$ cat src/rtl/rr_arbiter_pkg.sv
// Shared types for the round-robin arbiter: FSM state encoding and counter sizing.
// No logic or timing of its own.
package rr_arbiter_pkg;

  typedef enum logic [1:0] {
    ST_IDLE    = 2'd0,
    ST_GRANT   = 2'd1,
    ST_RELEASE = 2'd2
  } arb_state_t;

  // The hold counter must represent max_hold itself, and is never narrower than one bit.
  function automatic int hold_width(input int max_hold);
    int w;
    w = $clog2(max_hold + 1);
    return (w < 1) ? 1 : w;
  endfunction

endpackage

$ cat src/rtl/demux.sv
// One-hot decoder: drives bit `selector` of dout when enable is high, all zero otherwise.
// Purely combinational, zero latency, no flow control.
module demux #(
  parameter  int OUTPUT_WIDTH = 4,
  localparam int SEL_W        = (OUTPUT_WIDTH > 1) ? $clog2(OUTPUT_WIDTH) : 1
) (
  input  logic                    enable,
  input  logic [SEL_W-1:0]        selector,
  output logic [OUTPUT_WIDTH-1:0] dout
);

  always_comb begin
    dout = '0;
    if (enable) dout[selector] = 1'b1;
  end

endmodule

$ cat src/rtl/rr_arbiter.sv
// Round-robin arbiter for one shared resource; grant appears one cycle after a request is sampled in IDLE.
// Owners hold until they drop req or MAX_HOLD expires; one RELEASE plus one IDLE cycle separates owners.
module rr_arbiter
  import rr_arbiter_pkg::*;
#(
  parameter  int REQUESTERS = 4,
  parameter  int MAX_HOLD   = 16,
  localparam int SEL_W      = $clog2(REQUESTERS),
  localparam int HOLD_W     = hold_width(MAX_HOLD)
) (
  input  logic                  clk,
  input  logic                  rst,
  input  logic [REQUESTERS-1:0] req,
  output logic [REQUESTERS-1:0] grant,
  output logic                  grant_valid,
  output logic [SEL_W-1:0]      grant_index,
  output logic                  preempted
);

  arb_state_t        state_q, state_d;
  logic [SEL_W-1:0]  idx_q, idx_d;
  logic [SEL_W-1:0]  last_q, last_d;
  logic [HOLD_W-1:0] hold_q, hold_d;
  logic              pre_q, pre_d;

  logic [SEL_W-1:0]  pick;
  logic [SEL_W-1:0]  cand;
  logic              pick_vld;
  logic              owner_req;
  logic              expire;

  // Walk from the farthest slot towards last+1 so the nearest requester is assigned last and wins.
  always_comb begin
    pick     = '0;
    pick_vld = 1'b0;
    cand     = '0;
    for (int i = REQUESTERS; i >= 1; i--) begin
      cand = SEL_W'((int'(last_q) + i) % REQUESTERS);
      if (req[cand]) begin
        pick     = cand;
        pick_vld = 1'b1;
      end
    end
  end

  assign owner_req = req[idx_q];
  assign expire    = (MAX_HOLD != 0) && ((int'(hold_q) + 1) >= MAX_HOLD);

  always_comb begin
    state_d = state_q;
    idx_d   = idx_q;
    last_d  = last_q;
    hold_d  = hold_q;
    pre_d   = 1'b0;
    case (state_q)
      ST_IDLE: begin
        if (pick_vld) begin
          state_d = ST_GRANT;
          idx_d   = pick;
          hold_d  = '0;
        end
      end
      ST_GRANT: begin
        hold_d = (hold_q == {HOLD_W{1'b1}}) ? hold_q : hold_q + HOLD_W'(1);
        // A voluntary release takes precedence, so a coincident expiry does not pulse preempted.
        if (!owner_req) begin
          state_d = ST_RELEASE;
        end else if (expire) begin
          state_d = ST_RELEASE;
          pre_d   = 1'b1;
        end
      end
      ST_RELEASE: begin
        last_d  = idx_q;
        state_d = ST_IDLE;
      end
      default: state_d = ST_IDLE;
    endcase
  end

  always_ff @(posedge clk) begin
    if (!rst) begin
      state_q <= ST_IDLE;
      idx_q   <= '0;
      last_q  <= SEL_W'(REQUESTERS - 1);
      hold_q  <= '0;
      pre_q   <= 1'b0;
    end else begin
      state_q <= state_d;
      idx_q   <= idx_d;
      last_q  <= last_d;
      hold_q  <= hold_d;
      pre_q   <= pre_d;
    end
  end

  assign grant_valid = (state_q == ST_GRANT);
  assign grant_index = idx_q;
  assign preempted   = pre_q;

  demux #(
    .OUTPUT_WIDTH(REQUESTERS)
  ) u_grant_demux (
    .enable  (grant_valid),
    .selector(idx_q),
    .dout    (grant)
  );

endmodule

$ cat config.mk
export PLATFORM = sky130hd
export DESIGN_NAME = rr_arbiter
export DESIGN_NICKNAME = d
export VERILOG_FILES = /design/src/rtl/rr_arbiter_pkg.sv /design/src/rtl/demux.sv /design/src/rtl/rr_arbiter.sv
export SDC_FILE = /design/constraint.sdc
export NUM_CORES = 1
export LEC_CHECK = 0
export CORE_MARGIN = 4
export CORE_UTILIZATION = 33
export DETAILED_ROUTE_END_ITERATION = 6
export GPL_TIMING_DRIVEN = 0
export PLACE_DENSITY = 0.67
export SYNTH_ARGS = -nofsm -noshare
export SYNTH_HDL_FRONTEND = slang
export SYNTH_HIERARCHICAL = 1
export SYNTH_SLANG_ARGS = --single-unit
$ cat constraint.sdc
create_clock -name clk -period 2.3 [get_ports clk]
set_input_delay 0.575 -clock clk [delete_from_list [all_inputs] [get_ports clk]]
set_output_delay 0.575 -clock clk [all_outputs]
set_load 0.02 [all_outputs]
==> impl_metrics.json, run 1 <==
{
  "clk_pin_slew_worst_paths_ns": 0.08,
  "clock_sinks": 12,
  "hold_buffers": 0,
  "grt_pass1_wl_um": 2640,
  "min_path_type": "register to register",
  "required_ns": 1.73,
  "setup_viol": 0,
  "cap_violations": 0,
  "worstPathCellList": "inv_1, nor2_4, clkdlybuf4s50_1",
  "die_h_um": 54.4,
  "fin_crit_sh_pct": 93.2,
  "core_area_um2": 2000,
  "drive_gt1_share_pct": 20.0,
  "ys_seq_area_share_pct": 33.7,
  "synth_area_leaders": "dfxtp_1 34%, nand2_1 5.3%, a21oi_1 4.9%",
  "vias": 666,
  "path_class": "register to output pin",
  "syn_area_per_cell_um2": 9.13,
  "synth_warnings": 6,
  "nFillCells": 200,
  "dp_hpwl_um": 1210,
  "final-max-slew-violation-count": 0,
  "critPathLaunchType": "register",
  "antenna_left": 0,
  "drt-total-wl_um": 1650,
  "portBuffers": 13,
  "wl_per_cell_um": 13.6,
  "worstMarginPinSlew_ns": 0.384,
  "cpMaxStageDelayCell": "clkdlybuf4s50_1",
  "die_width_um": 54.4,
  "status": "completed",
  "route.detailed.drc": 0,
  "clk_path_buf_depth": 2,
  "drtIter0Drc": 19,
  "synth_area_leader_cell": "dfxtp_1",
  "syn_inst": 78,
  "cts_made_buffers": 3,
  "yosys_register_bits": 12,
  "post_cts_resized": 6,
  "skew_ns": 0.000738,
  "htreeDepth": 1,
  "powerDensity_nw_per_um2": 599,
  "clk_latency_ns": 0.28,
  "rows": 16,
  "place_congestion": 0.805,
  "timing.critical_path.to_type": "output pin",
  "rrSetupSlack_ns": 0.51,
  "dp_cells": 118,
  "slew_headroom_pct": 74.2,
  "cts_tree": "done",
  "diodes": 0,
  "netlist.area_leader.share_pct": 33.7,
  "cp_data_arrival_time_ns": 1.57,
  "grt_pass1_vias": 548,
  "max_freq_ghz": 0.466,
  "post-cts-setup-buffer-count": 0,
  "ys_types": 35,
  "rsz0062_at_grt": "no",
  "dieArea_um2": 2960,
  "grt.total_usage_pct": 12.8,
  "syn-cell-area_um2": 712,
  "fin_ws_ns": 0.155,
  "timing.final.crit_period_ns": 2.14,
  "nNetsFinal": 104,
  "finalNonFillerCells": 122,
  "post-place-ws_ns": 0.00613,
  "critical-path-max-stage-delay_ns": 0.62,
  "critPathMaxFanout": 7,
  "cts_root_buffer": "clkbuf_4",
  "start_util_pct": 35.6,
  "tns_ns": 0,
  "overflow": 0,
  "grt_max_degree": 11,
  "p_leak_nw": 0.379,
  "drt_pass1_iterations": 4,
  "ir_worst_vdd_mv": 0.242,
  "io-pin-count": 14,
  "via_per_inst": 5.46,
  "syn2layout_area_growth_pct": 29.2,
  "p_total_uw": 551,
  "hold_violations": 0,
  "antenna_found_initial": 0,
  "syn_nets": 86
}
[worst max-delay path: cells and delay by family (launching register included)]
kind                   cells  cell delay (ns)
buffers and inverters      2             0.74
and+or+nand+nor            1             0.15
DFF                        1             0.40
[sequential cells by signal (all words and copies together) (netlist names)]
name and count:
hold_q 5, preempted 1, grant_index 2, last_q 2, state_q 2
[power by group]
| group | internal [mW] | switching (mW) | total [mW] |
|---|---|---|---|
| Clock | 0.0964 | 0.0789 | 0.175 |
| Combinational | 0.0670 | 0.0700 | 0.137 |
| Sequential | 0.220 | 0.0181 | 0.238 |
[cells in the mapped netlist]
cell      number
buf_6          1
nor3b_4        1
nor3b_1        2
clkbuf_8       1
nor3_1         3
a31oi_1        2
nor3b_2        1
dfxtp_1       12
a311oi_1       1
and3_2         1
nand4_1        1
and3b_1        2
nor4_4         1
o221a_2        1
a21oi_2        1
and3_1         1
o221ai_1       1
ha_1           2
nor2_1         4
a21oi_1        7
a31o_2         1
nand3b_1       1
and4b_1        1
o22ai_1        2
nand2b_1       3
o211ai_1       1
mux4_2         1
and2_2         1
nand2_1       10
nor2b_1        1
o21ai_0        3
and2b_2        1
nor3_2         1
a41oi_1        2
inv_1          3
[cells in the final DEF (no fill, tap or decap), types with 3 or more instances in the layout]
cell | Yosys | routed
o21ai_0 | 3 | 3
a21oi_1 | 7 | 7
clkdlybuf4s50_1 | 0 | 9
dfxtp_1 | 12 | 11
clkbuf_4 | 0 | 3
nand2_1 | 10 | 10
nor3_1 | 3 | 3
nor2_1 | 4 | 3
nand2b_1 | 3 | 3
inv_1 | 3 | 3
dlygate4sd2_1 | 0 | 3
[path summary, 6_finish.rpt]
check,start,end,cells past startpoint
max,state_q[0],grant_valid,3
min,hold_q[1],hold_q[1],2
max reg2reg,hold_q[0],hold_q[4],6
min reg2reg,hold_q[1],hold_q[1],2
[cells by family after synthesis]
logic type / after synthesis / synth area share [%]
simple gates: 36 / 33.9
compound gates: 22 / 20.6
flops: 12 / 33.7
buf+inv: 5 / 5.10
fa+ha+maj: 2 / 3.51
mux: 1 / 3.16
[per-layer routing]
metal,share of wire [%],up-vias,wire (um),global-route usage [%]
li1,-,330,-,-
met1,46,315,756,16.1
met2,48,17,786,20.1
met3,4.2,4,69,2.45
met4,2.4,0,40,7.47
met5,0,-,0,0
[area by class of cell]
type                    instances  area [um2]  share of cell area [%]
clock buffers                   4        36.3                    3.95
inverters                       3        11.3                    1.22
well taps                      27        33.8                    3.67
multi-input cells              61         443                    48.2
repair buffers                 13         129                    14.0
plain buffers                   2        25.0                    2.72
flip-flops and latches         12         241                    26.3
[stage by stage]
stage / area (um2) / hold slack, ns / utilization [%]
after CTS: 917 / 0.520 / 45.8
after global placement: 876 / 0.488 / 43.8
after detailed placement: 876 / 0.509 / 43.8
after floorplan: 712 / 0.471 / -
final: 920 / 0.519 / 45.9
after global routing: 920 / 0.552 / 45.9
Note: power is estimated with default switching activity, not from simulation.
==> inputs of run 2 (changes only) <==
--- a/config.mk
+++ b/config.mk
@@ -8,6 +8,7 @@
 export CORE_MARGIN = 4
 export CORE_UTILIZATION = 33
 export DETAILED_ROUTE_END_ITERATION = 6
+export GPL_ROUTABILITY_DRIVEN = 0
 export GPL_TIMING_DRIVEN = 0
 export PLACE_DENSITY = 0.67
 export SYNTH_ARGS = -nofsm -noshare
==> results of run 2 <==
Final layout, timing and power as in run 1 (identical DEF).
==> inputs of run 3 (changes only) <==
--- a/config.mk
+++ b/config.mk
@@ -7,10 +7,11 @@
 export LEC_CHECK = 0
 export CORE_MARGIN = 4
 export CORE_UTILIZATION = 33
+export CTS_BUF_LIST = sky130_fd_sc_hd__clkbuf_4 sky130_fd_sc_hd__clkbuf_8
 export DETAILED_ROUTE_END_ITERATION = 6
 export GPL_ROUTABILITY_DRIVEN = 0
 export GPL_TIMING_DRIVEN = 0
-export PLACE_DENSITY = 0.67
+export PLACE_DENSITY = 0.69
 export SYNTH_ARGS = -nofsm -noshare
 export SYNTH_HDL_FRONTEND = slang
 export SYNTH_HIERARCHICAL = 1
==> constraint.sdc (replaced) <==
create_clock -name clk -period 1.7 [get_ports clk]
set_input_delay 0.425 -clock clk [delete_from_list [all_inputs] [get_ports clk]]
set_output_delay 0.425 -clock clk [all_outputs]
set_load 0.02 [all_outputs]
==> run 3 against run 2 <==
- via count fell by 0.60%
- wire length up 1.5%
- non-clock buffer count is 3 higher
- combinational power grew 42%
- register-to-register slack lost 0.40 ns
- worst setup slack worse by 0.099 ns
- critical path type unchanged
- highest routed layer unchanged
==> impl_metrics.json, run 3 (same netlist as run 1, synthesis figures left out) <==
{
  "fin_util_pct": 48.3,
  "clk_latency_ns": 0.28,
  "timing.critical_path.to_type": "output pin",
  "cap_violations": 0,
  "post-place-ws_ns": -0.306,
  "cts_tree": "done",
  "dieArea_um2": 2960,
  "whs_endpoint": "hold_q[1]",
  "fin_ws_ns": 0.0569,
  "multi_input_area_um2": 487,
  "final-max-slew-violation-count": 0,
  "finalNonFillerCells": 125,
  "drtIter0Drc": 12,
  "syn2layout_area_growth_pct": 35.9,
  "io-pin-count": 14,
  "largest_reg_flops": 5,
  "regMostFlops": "hold_q",
  "clk_pin_slew_worst_paths_ns": 0.09,
  "drt_pass1_iterations": 4,
  "die_width_um": 54.4,
  "critPathLaunchType": "register",
  "via_per_inst": 5.30,
  "slew_headroom_pct": 74.0,
  "rsz0062_at_grt": "yes",
  "wl_per_cell_um": 13.4,
  "layout_common_cells": "10 x nand2_1, 9 x dfxtp_1, 6 x clkdlybuf4s50_1, 5 x a21oi_1",
  "start_util_pct": 35.6,
  "rrSetupSlack_ns": 0.11,
  "rows": 16,
  "ir_worst_vdd_mv": 0.406,
  "p_leak_nw": 0.375,
  "status": "completed",
  "powerDensity_nw_per_um2": 780,
  "skew_ns": 0.00734,
  "timing.rr.end": "hold_q[4]",
  "worstMarginPinSlew_ns": 0.387,
  "cp_data_arrival_time_ns": 1.22,
  "overflow": 0,
  "antenna_left": 0,
  "layout_commonest_cell": "nand2_1",
  "required_ns": 1.27,
  "timing.final.crit_period_ns": 1.64,
  "grt.total_usage_pct": 11.8,
  "min_path_cells": 2,
  "min_from": "state_q[0]",
  "path_class": "register to output pin",
  "cts_made_buffers": 3,
  "die_h_um": 54.4,
  "dp_cells": 118,
  "grt_max_degree": 11,
  "critPathMaxFanout": 9,
  "regArea_um2": 246,
  "setup_viol": 0,
  "rr_startpoint": "hold_q[1]",
  "nNetsFinal": 107,
  "route.detailed.drc": 0,
  "min_path_type": "register to register",
  "drt-total-wl_um": 1680,
  "max_freq_ghz": 0.609,
  "clock_sinks": 12,
  "drive_gt1_share_pct": 36.7,
  "grt_pass1_vias": 573,
  "core_area_um2": 2000,
  "fin_crit_sh_pct": 96.7,
  "r2r_cells": 6,
  "diodes": 0,
  "nFillCells": 195,
  "cts_root_buffer": "clkbuf_4",
  "hold_violations": 0,
  "htreeDepth": 1,
  "vias": 662,
  "dp_hpwl_um": 1110,
  "hold_buffers": 0,
  "portBuffers": 13,
  "antenna_found_initial": 0,
  "clk_path_buf_depth": 2,
  "grt_pass1_wl_um": 2500
}
-- run 3: cell count changes in the layout (fill, tap and decap cells not counted), moves of 2 or more --
cell             before  now
buf_2                 0    4
buf_4                 0    4
ha_1                  2    0
a21oi_1               7    5
dfxtp_1              11    9
clkdlybuf4s50_1       9    6
a21oi_2               1    3
ha_4                  0    2
-- run 3: worst max-delay path: stages, from the launching register on --
cell and delay [ns]:
dfxtp_1 0.32, buf_6 0.14, nor2_4 0.14, and3_2 0.18
buf_2 0.15
-- run 3: power by group --
| group | switching, mW | total (mW) | internal (mW) |
|---|---|---|---|
| logic | 0.101 | 0.194 | 0.0936 |
| clock network | 0.105 | 0.235 | 0.130 |
| registers | 0.0261 | 0.325 | 0.299 |
| total | 0.232 | 0.755 | 0.523 |
-- run 3: repair_timing --
action	in CTS	in global routing
setup buffers	1	2
resized for setup	27	10
setup endpoints to repair	9	7
pin swaps	2	4
cloned	0	0
-- run 3: final cells by class --
cell class	instances	share of cell area [%]
multi-input cells	61	50.3
repair buffers	16	13.2
plain buffers	2	2.59
inverters	3	1.16
well taps	27	3.49
flip-flops and latches	12	25.5
clock buffers	4	3.75
-- run 3: worst max-delay path by stage --
stage / from / to / slack, ns / cells past startpoint
after floorplan: hold_q[0] / hold_q[2] / 0.08 / 6
after global placement: state_q[0] / grant[0] / -0.31 / 4
after detailed placement: state_q[0] / grant[0] / -0.31 / 4
after CTS: hold_q[0] / hold_q[2] / 0.01 / 6
after global routing: hold_q[0] / hold_q[4] / 0.004 / 6
final: state_q[1] / grant[3] / 0.06 / 4
-- run 3: layer usage --
metal,part of all wire (%),track usage (%),up-vias
met5,0,0,-
li1,-,-,337
met2,51,20.3,14
met4,0.48,4.98,0
met1,45,13.6,309
met3,3.4,3.27,2
-- run 3: stage by stage --
step | hold slack [ns] | setup TNS (ns) | area, um2 | power [mW]
finish | 0.576 | 0 | 967 | 0.755
global route | 0.589 | 0 | 967 | 0.783
CTS | 0.505 | 0 | 916 | 0.740
detailed placement | 0.493 | -2.15 | 878 | 0.514
global placement | 0.486 | -2.10 | 878 | 0.511
floorplan | 0.471 | 0 | 714 | 0.443
